==> config.mk <==
export PLATFORM = sky130hd
export DESIGN_NAME = seq_divider
export DESIGN_NICKNAME = d
export VERILOG_FILES = /design/src/rtl/div_pkg.sv /design/src/rtl/div_step.sv /design/src/rtl/seq_divider.sv
export SDC_FILE = /design/constraint.sdc
export NUM_CORES = 1
export LEC_CHECK = 0
export CAP_MARGIN = 30
export CORE_ASPECT_RATIO = 1.5
export CORE_MARGIN = 8
export CORE_UTILIZATION = 50
export DETAILED_ROUTE_END_ITERATION = 6
export PLACE_DENSITY = 0.75
export SYNTH_ARGS = -nofsm -noshare
export SYNTH_HDL_FRONTEND = slang
export SYNTH_HIERARCHICAL = 1
export SYNTH_SLANG_ARGS = --single-unit
==> constraint.sdc <==
create_clock -name clk -period 5.5 [get_ports clk]
set_clock_uncertainty 0.15 [all_clocks]
set_input_delay 1.375 -clock clk [delete_from_list [all_inputs] [get_ports clk]]
set_output_delay 1.375 -clock clk [all_outputs]
set_load 0.01 [all_outputs]
==> src/rtl/div_pkg.sv <==
// -----------------------------------------------------------------------------
// div_pkg
// Shared definitions for the sequential restoring divider (seq_divider) and
// its single-iteration datapath (div_step).
//   div_state_t   : controller state encoding (IDLE / RUN / DONE)
//   DIV_WIDTH     : default operand/result width
//   DIV_DBZ_FILL  : bit replicated across the quotient on divide-by-zero
// -----------------------------------------------------------------------------
package div_pkg;

    typedef enum logic [1:0] {
        IDLE = 2'd0,
        RUN  = 2'd1,
        DONE = 2'd2
    } div_state_t;

    localparam int DIV_WIDTH = 16;

    // Divide-by-zero quotient is all ones at any width.
    localparam logic DIV_DBZ_FILL = 1'b1;

endpackage

==> src/rtl/div_step.sv <==
// -----------------------------------------------------------------------------
// div_step
// One restoring-division iteration, purely combinational.
//   rem_in   : partial remainder (always < divisor between iterations)
//   q_in     : shift register holding unconsumed dividend bits (MSB first)
//              in its upper part and produced quotient bits in its lower part
//   divisor  : divisor magnitude
//   rem_out  : partial remainder after this iteration
//   q_out    : q_in shifted left with the new quotient bit in bit 0
// -----------------------------------------------------------------------------
module div_step #(
    parameter int WIDTH = 16
) (
    input  logic [WIDTH-1:0] rem_in,
    input  logic [WIDTH-1:0] q_in,
    input  logic [WIDTH-1:0] divisor,
    output logic [WIDTH-1:0] rem_out,
    output logic [WIDTH-1:0] q_out
);

    logic [WIDTH:0]   rem_sh;
    logic             no_borrow;
    logic [WIDTH-1:0] trial;

    always_comb begin
        // {rem, q} shifted left: next dividend MSB enters the remainder.
        rem_sh    = {rem_in, q_in[WIDTH-1]};
        no_borrow = (rem_sh >= {1'b0, divisor});
        // rem_in < divisor, so a successful difference always fits WIDTH bits.
        trial     = rem_sh[WIDTH-1:0] - divisor;
        if (no_borrow) begin
            rem_out = trial;
            q_out   = {q_in[WIDTH-2:0], 1'b1};
        end else begin
            rem_out = rem_sh[WIDTH-1:0];
            q_out   = {q_in[WIDTH-2:0], 1'b0};
        end
    end

endmodule

==> src/rtl/seq_divider.sv <==
// -----------------------------------------------------------------------------
// seq_divider
// Multi-cycle restoring integer divider, one trial subtraction per cycle.
// An accepted start at edge k gives busy in cycles k+1..k+WIDTH and a
// one-cycle done pulse in cycle k+WIDTH+1; divide-by-zero finishes in k+1
// without ever raising busy. Results hold until the next done.
//
// Ports:
//   clk, rst     : clock, synchronous active-high reset
//   start        : request, sampled only while not busy (also in DONE cycle)
//   dividend     : numerator, captured on accepted start
//   divisor      : denominator, captured on accepted start
//   busy         : iteration in progress
//   done         : one-cycle pulse, results valid
//   quotient     : result quotient
//   remainder    : result remainder
//   div_by_zero  : last operation had divisor == 0
//
// Build option: define SEQ_DIVIDER_SIGNED_EN for two's-complement operands
// (magnitudes divided, signs restored when the result is loaded; quotient
// truncates toward zero, remainder follows the dividend's sign).
// -----------------------------------------------------------------------------
module seq_divider
    import div_pkg::*;
#(
    parameter int WIDTH = DIV_WIDTH
) (
    input  logic             clk,
    input  logic             rst,
    input  logic             start,
    input  logic [WIDTH-1:0] dividend,
    input  logic [WIDTH-1:0] divisor,
    output logic             busy,
    output logic             done,
    output logic [WIDTH-1:0] quotient,
    output logic [WIDTH-1:0] remainder,
    output logic             div_by_zero
);

    localparam int CW = $clog2(WIDTH) + 1;

    div_state_t       state;
    logic [CW-1:0]    count;
    logic [WIDTH-1:0] rem_r;
    logic [WIDTH-1:0] q_r;
    logic [WIDTH-1:0] dvsr_r;
    logic [WIDTH-1:0] rem_nxt;
    logic [WIDTH-1:0] q_nxt;
    logic [WIDTH-1:0] dvd_mag;
    logic [WIDTH-1:0] dvs_mag;
    logic [WIDTH-1:0] q_final;
    logic [WIDTH-1:0] r_final;
    logic             accept;

`ifdef SEQ_DIVIDER_SIGNED_EN
    logic neg_q_r;
    logic neg_r_r;

    function automatic logic [WIDTH-1:0] magnitude(input logic signed [WIDTH-1:0] v);
        // Most-negative maps onto itself, which is its correct unsigned magnitude.
        return (v < 0) ? WIDTH'(-v) : WIDTH'(v);
    endfunction

    function automatic logic [WIDTH-1:0] apply_sign(input logic [WIDTH-1:0] mag,
                                                    input logic             neg);
        return neg ? (~mag + 1'b1) : mag;
    endfunction

    assign dvd_mag = magnitude(dividend);
    assign dvs_mag = magnitude(divisor);
    assign q_final = apply_sign(q_nxt, neg_q_r);
    assign r_final = apply_sign(rem_nxt, neg_r_r);
`else
    assign dvd_mag = dividend;
    assign dvs_mag = divisor;
    assign q_final = q_nxt;
    assign r_final = rem_nxt;
`endif

    // RUN is the only state that ignores start.
    assign accept = start && (state != RUN);

    div_step #(
        .WIDTH   (WIDTH)
    ) u_step (
        .rem_in  (rem_r),
        .q_in    (q_r),
        .divisor (dvsr_r),
        .rem_out (rem_nxt),
        .q_out   (q_nxt)
    );

    // Working registers: loaded on accept, advanced while running, no reset.
    always_ff @(posedge clk) begin
        if (accept) begin
            rem_r  <= '0;
            q_r    <= dvd_mag;
            dvsr_r <= dvs_mag;
`ifdef SEQ_DIVIDER_SIGNED_EN
            neg_q_r <= dividend[WIDTH-1] ^ divisor[WIDTH-1];
            neg_r_r <= dividend[WIDTH-1];
`endif
        end else if (state == RUN) begin
            rem_r <= rem_nxt;
            q_r   <= q_nxt;
        end
    end

    // Controller and registered outputs.
    always_ff @(posedge clk) begin
        if (rst) begin
            state       <= IDLE;
            count       <= '0;
            busy        <= 1'b0;
            done        <= 1'b0;
            quotient    <= '0;
            remainder   <= '0;
            div_by_zero <= 1'b0;
        end else begin
            done <= 1'b0;
            case (state)
                IDLE, DONE: begin
                    if (start) begin
                        if (divisor == '0) begin
                            // Resolved immediately; the iteration is skipped.
                            state       <= DONE;
                            busy        <= 1'b0;
                            done        <= 1'b1;
                            quotient    <= {WIDTH{DIV_DBZ_FILL}};
                            remainder   <= dividend;
                            div_by_zero <= 1'b1;
                        end else begin
                            state <= RUN;
                            busy  <= 1'b1;
                            count <= '0;
                        end
                    end else begin
                        state <= IDLE;
                        busy  <= 1'b0;
                    end
                end
                RUN: begin
                    if (count == CW'(WIDTH - 1)) begin
                        // Last iteration result goes straight to the outputs.
                        state       <= DONE;
                        busy        <= 1'b0;
                        done        <= 1'b1;
                        quotient    <= q_final;
                        remainder   <= r_final;
                        div_by_zero <= 1'b0;
                    end else begin
                        count <= count + 1'b1;
                    end
                end
                default: begin
                    state <= IDLE;
                    busy  <= 1'b0;
                end
            endcase
        end
    end

endmodule
==> results of run 1 <==
==> stage by stage <==
step | power (W) | hold slack (ns) | setup WS, ns | instance area, µm²
floorplan | 0.000870 | 0.302 | 2.30 | 4700
global placement | 0.000909 | 0.298 | 1.35 | 5290
detailed placement | 0.000915 | 0.307 | 1.31 | 5310
CTS | 0.00152 | 0.315 | 1.66 | 5610
global route | 0.00157 | 0.360 | 1.53 | 5610
finish | 0.00151 | 0.308 | 1.67 | 5610
==> path summary, 6_finish.rpt <==
check                           slack (ns)             to         from
worst min-delay path                  0.31           busy         busy
worst min register to register        0.31           busy         busy
worst max-delay path                  1.67    quotient[4]  divisor[10]
worst max register to register        2.14  remainder[14]      q_r[15]
==> cell type report <==
class | count | share of cell area [%]
Timing Repair Buffer | 73 | 13.0
Multi-Input combinational cell | 269 | 39.3
Tap cell | 112 | 2.50
Inverter | 29 | 1.98
Clock buffer | 13 | 5.04
Clock inverter | 3 | 0.357
Sequential cell | 90 | 37.8
==> worst register-to-register path, stage by stage, from the launching register on <==
cell      delay, ns
edfxtp_1       0.35
inv_1          0.08
ha_1           0.21
fa_1           0.42
o21ai_0        0.27
a221o_1        0.30
a31oi_1        0.18
and3b_1        0.22
o41ai_1        0.60
mux2i_1        0.17
a221oi_1       0.30
==> power breakdown <==
group	internal [W]	switching (W)	leakage, nW	total [W]
clock	0.000362	0.000250	0.150	0.000612
sequential	0.000723	0.0000144	0.782	0.000737
combinational	0.0000774	0.0000870	1.33	0.000164
total	0.00116	0.000352	2.26	0.00151
==> flip-flops by register name (all words and copies together) (netlist names) <==
name,count
busy,1
count,5
div_by_zero,1
done,1
dvsr_r,16
q_r,16
quotient,16
rem_r,16
remainder,16
state,2
==> Yosys cell counts, types with 2 or more instances <==
cell,number,share of area (%)
o211ai_1,3,0.48
buf_4,17,2.7
dfxtp_1,58,25
nor2b_1,4,0.53
o32ai_1,2,0.37
nor3_1,2,0.21
mux2i_1,19,4.1
ha_1,18,4.8
and3_1,3,0.40
a211o_1,2,0.37
clkbuf_1,16,1.3
mux2_2,20,4.8
inv_1,27,2.2
o221a_2,2,0.48
or4_4,3,0.72
or3_1,2,0.27
o21bai_1,4,0.64
a21oi_1,18,1.9
a21o_1,3,0.48
edfxtp_1,32,20
nand2_1,18,1.4
o21ai_0,10,1.1
a31oi_1,3,0.40
xor2_1,4,0.75
a211oi_1,2,0.32
mux2_4,8,2.6
nor2_1,28,2.2
xnor2_1,8,1.5
a41o_1,2,0.43
o221a_1,14,3.4
or4_1,2,0.32
a221oi_1,16,3.0
nand3_1,7,0.75
buf_2,2,0.21
nand2b_1,3,0.40
a22o_1,16,3.0
and2_1,2,0.27
buf_6,3,0.72
nand4_1,3,0.40
==> per-layer routing <==
metal / vias to the layer above / track usage (%) / part of all wire, % / wire [µm]
met1: 1706 / 19.7 / 42 / 4520
met3: 21 / 3.78 / 4.8 / 515
li1: 1686 / - / - / -
met5: - / 0 / 0 / 0
met4: 0 / 7.15 / 2.0 / 216
met2: 94 / 30.0 / 51 / 5510
==> cells by family (layout without fill, tap and decap cells) <==
family	count (synthesis)	count (layout)	synth area share (%)
AOI/OAI and AO/OA	108	108	18.9
DFF	90	90	45.2
and+or+nand+nor	83	83	9.27
buffers and inverters	69	118	7.81
muxes	47	47	11.4
adders and majority gates	19	19	5.22
xor gates and xnor gates	12	12	2.24
==> results.json, run 1 <==
{
  "postCtsSetupBuffers": 0,
  "seq_area_um2": 2120,
  "cts_tree": "built",
  "fin_crit_sh_pct": 69.7,
  "critPathCaptureType": "flip-flop",
  "start_util_pct": 51.0,
  "grt_start_max_net_pins": 33,
  "hold_depth": 2,
  "rsz0062_at_grt": "false",
  "avgRoutedWirePerCell_um": 18.3,
  "crit_path_top_delay_cell": "o21ai_4",
  "clock_sinks": 90,
  "dr.pass1.iters": 5,
  "nets": 526,
  "ys_types": 61,
  "max_freq_ghz": 0.261,
  "power.density_nw_per_um2": 270,
  "syn_nets": 482,
  "drive_gt1_share_pct": 11.9,
  "ys_warn_count": 6,
  "max_slew.worst_pin.slew_ns": 0.844,
  "antenna_found_initial": 0,
  "antenna_cells": 0,
  "crit_type": "input port to flip-flop",
  "grt_overflow": 0,
  "numCtsBuffers": 9,
  "syn2layout_area_growth_pct": 19.5,
  "period_minus_slack_ns": 3.83,
  "clock_latency_ns": 0.34,
  "fin_cells": 589,
  "rows": 43,
  "io_buffers": 69,
  "grt_use_total_pct": 17.3,
  "clkTransAtPathRegs_ns": 0.06,
  "synth_edf_count": 32,
  "dp_cells": 573,
  "r2r_cells": 10,
  "status": "completed",
  "via_count": 3507,
  "dieWidth_um": 95.1,
  "worstHoldPathType": "flip-flop to flip-flop",
  "final_cell_mix": "clkdlybuf4s50_1 (69), dfxtp_1 (58), edfxtp_1 (32), nor2_1 (28), inv_1 (27)",
  "yosysSeqAreaShare_pct": 45.2,
  "finalSetupTns_ns": 0,
  "post-dp-hpwl_um": 8140,
  "grt_pass1_wl_um": 17600,
  "detail_route.iter0.violations": 149,
  "crit_family": "simple AND/OR/NAND/NOR gates",
  "gp_congestion": 0.893,
  "setup_viol": 0,
  "ant_nets": 0,
  "core-area_um2": 9200,
  "first_global_vias": 3600,
  "die_y_um": 135,
  "synthArstFlopShare_pct": 0,
  "clockRootBuffer": "clkbuf_16",
  "fillers": 759,
  "ys_ff_latch": 90,
  "cts_buffer_depth": 2,
  "synth_area_um2": 4700,
  "post_cts_resize_count": 0,
  "leakagePower_nw": 2.26,
  "worstPathArrival_ns": 3.96,
  "viasPerCell": 5.95,
  "totalWireLength_um": 10800,
  "critPathMaxStageDelay_ns": 0.68,
  "crit_buf_inv": 1,
  "hold_buffers": 0,
  "io_pins": 70,
  "syn_avg_cell_area_um2": 11.0,
  "crit_chain": "clkdlybuf4s50_1 -> or4_1 -> or4_4 -> o21ai_4 -> o221a_1",
  "utilization_pct": 61.0,
  "path_max_fanout": 32,
  "timing_max_transition_violations_final": 0,
  "hold_viol_final": 0,
  "h-tree-depth": 3,
  "ys.flop_type": "dfxtp_1",
  "cp-start-kind": "input port",
  "cp.depth": 5,
  "drc": 0,
  "max-vdd-ir-drop_uv": 190,
  "die_area_um2": 12800,
  "drv_cap": 0,
  "relSlewSlack_pct": 43.5,
  "netlist_instances": 428,
  "crit_required_ns": 5.63,
  "final_common_cell": "clkdlybuf4s50_1",
  "multi_input_area_um2": 2210
}
No activity file was read; power rests on OpenSTA's default activity.
==> run 2, diff against run 1 <==
--- a/config.mk
+++ b/config.mk
@@ -8,9 +8,9 @@
 export CAP_MARGIN = 30
 export CORE_ASPECT_RATIO = 1.5
 export CORE_MARGIN = 8
-export CORE_UTILIZATION = 50
+export CORE_UTILIZATION = 49
 export DETAILED_ROUTE_END_ITERATION = 6
-export PLACE_DENSITY = 0.75
+export PLACE_DENSITY = 0.76
 export SYNTH_ARGS = -nofsm -noshare
 export SYNTH_HDL_FRONTEND = slang
 export SYNTH_HIERARCHICAL = 1
==> constraint.sdc (replaced) <==
create_clock -name clk -period 3.3 [get_ports clk]
set_clock_uncertainty 0.15 [all_clocks]
set_input_delay 0.825 -clock clk [delete_from_list [all_inputs] [get_ports clk]]
set_output_delay 0.825 -clock clk [all_outputs]
set_load 0.01 [all_outputs]
==> run 2 against run 1 <==
Core utilization fell by 1.5 points. Final cell count rose by 2.0%. First-iteration DRC count fell by 1.3%. Critical endpoint is now remainder[15]. Largest cell class unchanged. Largest power group unchanged.
==> results.json, run 2 (synthesis gave the netlist of run 1 again) <==
{
  "status": "completed",
  "period_minus_slack_ns": 3.17,
  "grt_overflow": 0,
  "final_common_cell": "clkdlybuf4s50_1",
  "rows": 44,
  "clock_latency_ns": 0.34,
  "final_cell_mix": "clkdlybuf4s50_1 (69), dfxtp_1 (58), edfxtp_1 (32), nor2_1 (28), inv_1 (27)",
  "nets": 535,
  "power.total_w": 0.00244,
  "setup_viol": 0,
  "antenna_cells": 0,
  "timing_max_transition_violations_final": 0,
  "max-vdd-ir-drop_uv": 333,
  "clkTransAtPathRegs_ns": 0.06,
  "io_buffers": 69,
  "relSlewSlack_pct": 51.3,
  "die_y_um": 136,
  "die_area_um2": 13000,
  "crit_required_ns": 3.39,
  "dieWidth_um": 95.9,
  "crit_type": "flip-flop to flip-flop",
  "clock_sinks": 90,
  "grt_use_total_pct": 18.1,
  "worstHoldPathType": "flip-flop to flip-flop",
  "detail_route.iter0.violations": 147,
  "critPathMaxStageDelay_ns": 0.43,
  "drc": 0,
  "totalWireLength_um": 11200,
  "finalSetupTns_ns": 0,
  "dr.pass1.iters": 4,
  "crit_chain": "inv_1 -> ha_1 -> nand3_1 -> o21bai_1 -> a311oi_1 -> o21ai_1 -> o21a_4 -> inv_4 -> mux2i_1 -> mux2i_1 -> a221oi_1",
  "grt_pass1_wl_um": 18300,
  "path_max_fanout": 10,
  "drive_gt1_share_pct": 13.8,
  "hold_viol_final": 0,
  "antenna_found_initial": 0,
  "start_util_pct": 49.3,
  "h-tree-depth": 3,
  "core-area_um2": 9520,
  "avgRoutedWirePerCell_um": 18.6,
  "critPathCaptureType": "flip-flop",
  "cp-start-kind": "flip-flop",
  "leakagePower_nw": 2.28,
  "io_pins": 70,
  "max_freq_ghz": 0.316,
  "grt.busiest_layer": "met2",
  "crit_path_top_delay_cell": "a311oi_1",
  "ant_nets": 0,
  "drv_cap": 0,
  "post-dp-hpwl_um": 8600,
  "hold_buffers": 0,
  "grt_use_met2_pct": 30.5,
  "crit_top_cell": "mux2i_1",
  "grt_start_max_net_pins": 33,
  "clockRootBuffer": "clkbuf_16",
  "fin_crit_sh_pct": 96.0,
  "worstPathArrival_ns": 3.26,
  "via_count": 3532,
  "cts_buffer_depth": 2,
  "gp_congestion": 0.874,
  "power.density_nw_per_um2": 431,
  "grt_use_met3_pct": 3.70,
  "rsz0062_at_grt": "false",
  "met1_usage_pct": 20.0,
  "syn2layout_area_growth_pct": 20.6,
  "max_slew.worst_pin.slew_ns": 0.729,
  "numCtsBuffers": 9,
  "cts_tree": "built",
  "first_global_vias": 3769,
  "viasPerCell": 5.88
}
-- run 2: critical path, delay by kind of cell (launching register included) --
| kind | cells | cell delay, ns |
|---|---|---|
| flops | 1 | 0.33 |
| simple gates | 1 | 0.12 |
| mux | 2 | 0.51 |
| compound gates | 5 | 1.41 |
| fa+ha+maj | 1 | 0.36 |
| buf+inv | 2 | 0.20 |
-- run 2: final cells by class --
type / instances / area, µm²
clock buffer: 9 / 225
clock inverter: 7 / 45.0
tap: 115 / 144
multi-input combinational: 269 / 2210
timing repair buffer: 82 / 801
sequential: 90 / 2120
fill: 802 / 3860
inverter: 29 / 111
-- run 2: final timing paths --
| check | from | cells past startpoint | slack, ns | endpoint |
|---|---|---|---|---|
| max | dvsr_r[3] | 11 | 0.13 | remainder[15] |
| min | busy | 2 | 0.32 | busy |
| max reg2reg | dvsr_r[3] | 11 | 0.13 | remainder[15] |
| min reg2reg | busy | 2 | 0.32 | busy |
-- run 2: what timing repair did --
action                     CTS  global route
setup buffers                0             0
resized for setup            0             1
setup endpoints to repair    0             1
-- run 2: metal layers --
| metal | up-vias | share of wire (%) |
|---|---|---|
| met1 | 1677 | 39 |
| met5 | - | 0 |
| met4 | 0 | 3.7 |
| li1 | 1695 | - |
| met2 | 131 | 52 |
| met3 | 29 | 5.3 |
-- run 2: where the power goes --
part | total (W) | internal, W | leakage (nW) | switching, W
Clock | 0.000937 | 0.000508 | 0.127 | 0.000429
Sequential | 0.00123 | 0.00120 | 0.782 | 0.0000238
Combinational | 0.000275 | 0.000130 | 1.38 | 0.000145
-- run 2: stage by stage --
stage	setup slack (ns)	cell area [µm²]	utilization, %	cells	hold WS [ns]
4_1_cts	0.120	5660	59.4	601	0.316
3_5_place_dp	0.0689	5390	56.5	585	0.307
5_1_grt	0.0603	5660	59.5	601	0.339
2_1_floorplan	0.548	4700	-	428	0.302
6_report	0.133	5660	59.5	601	0.315
3_3_place_gp	0.124	5390	56.5	585	0.300
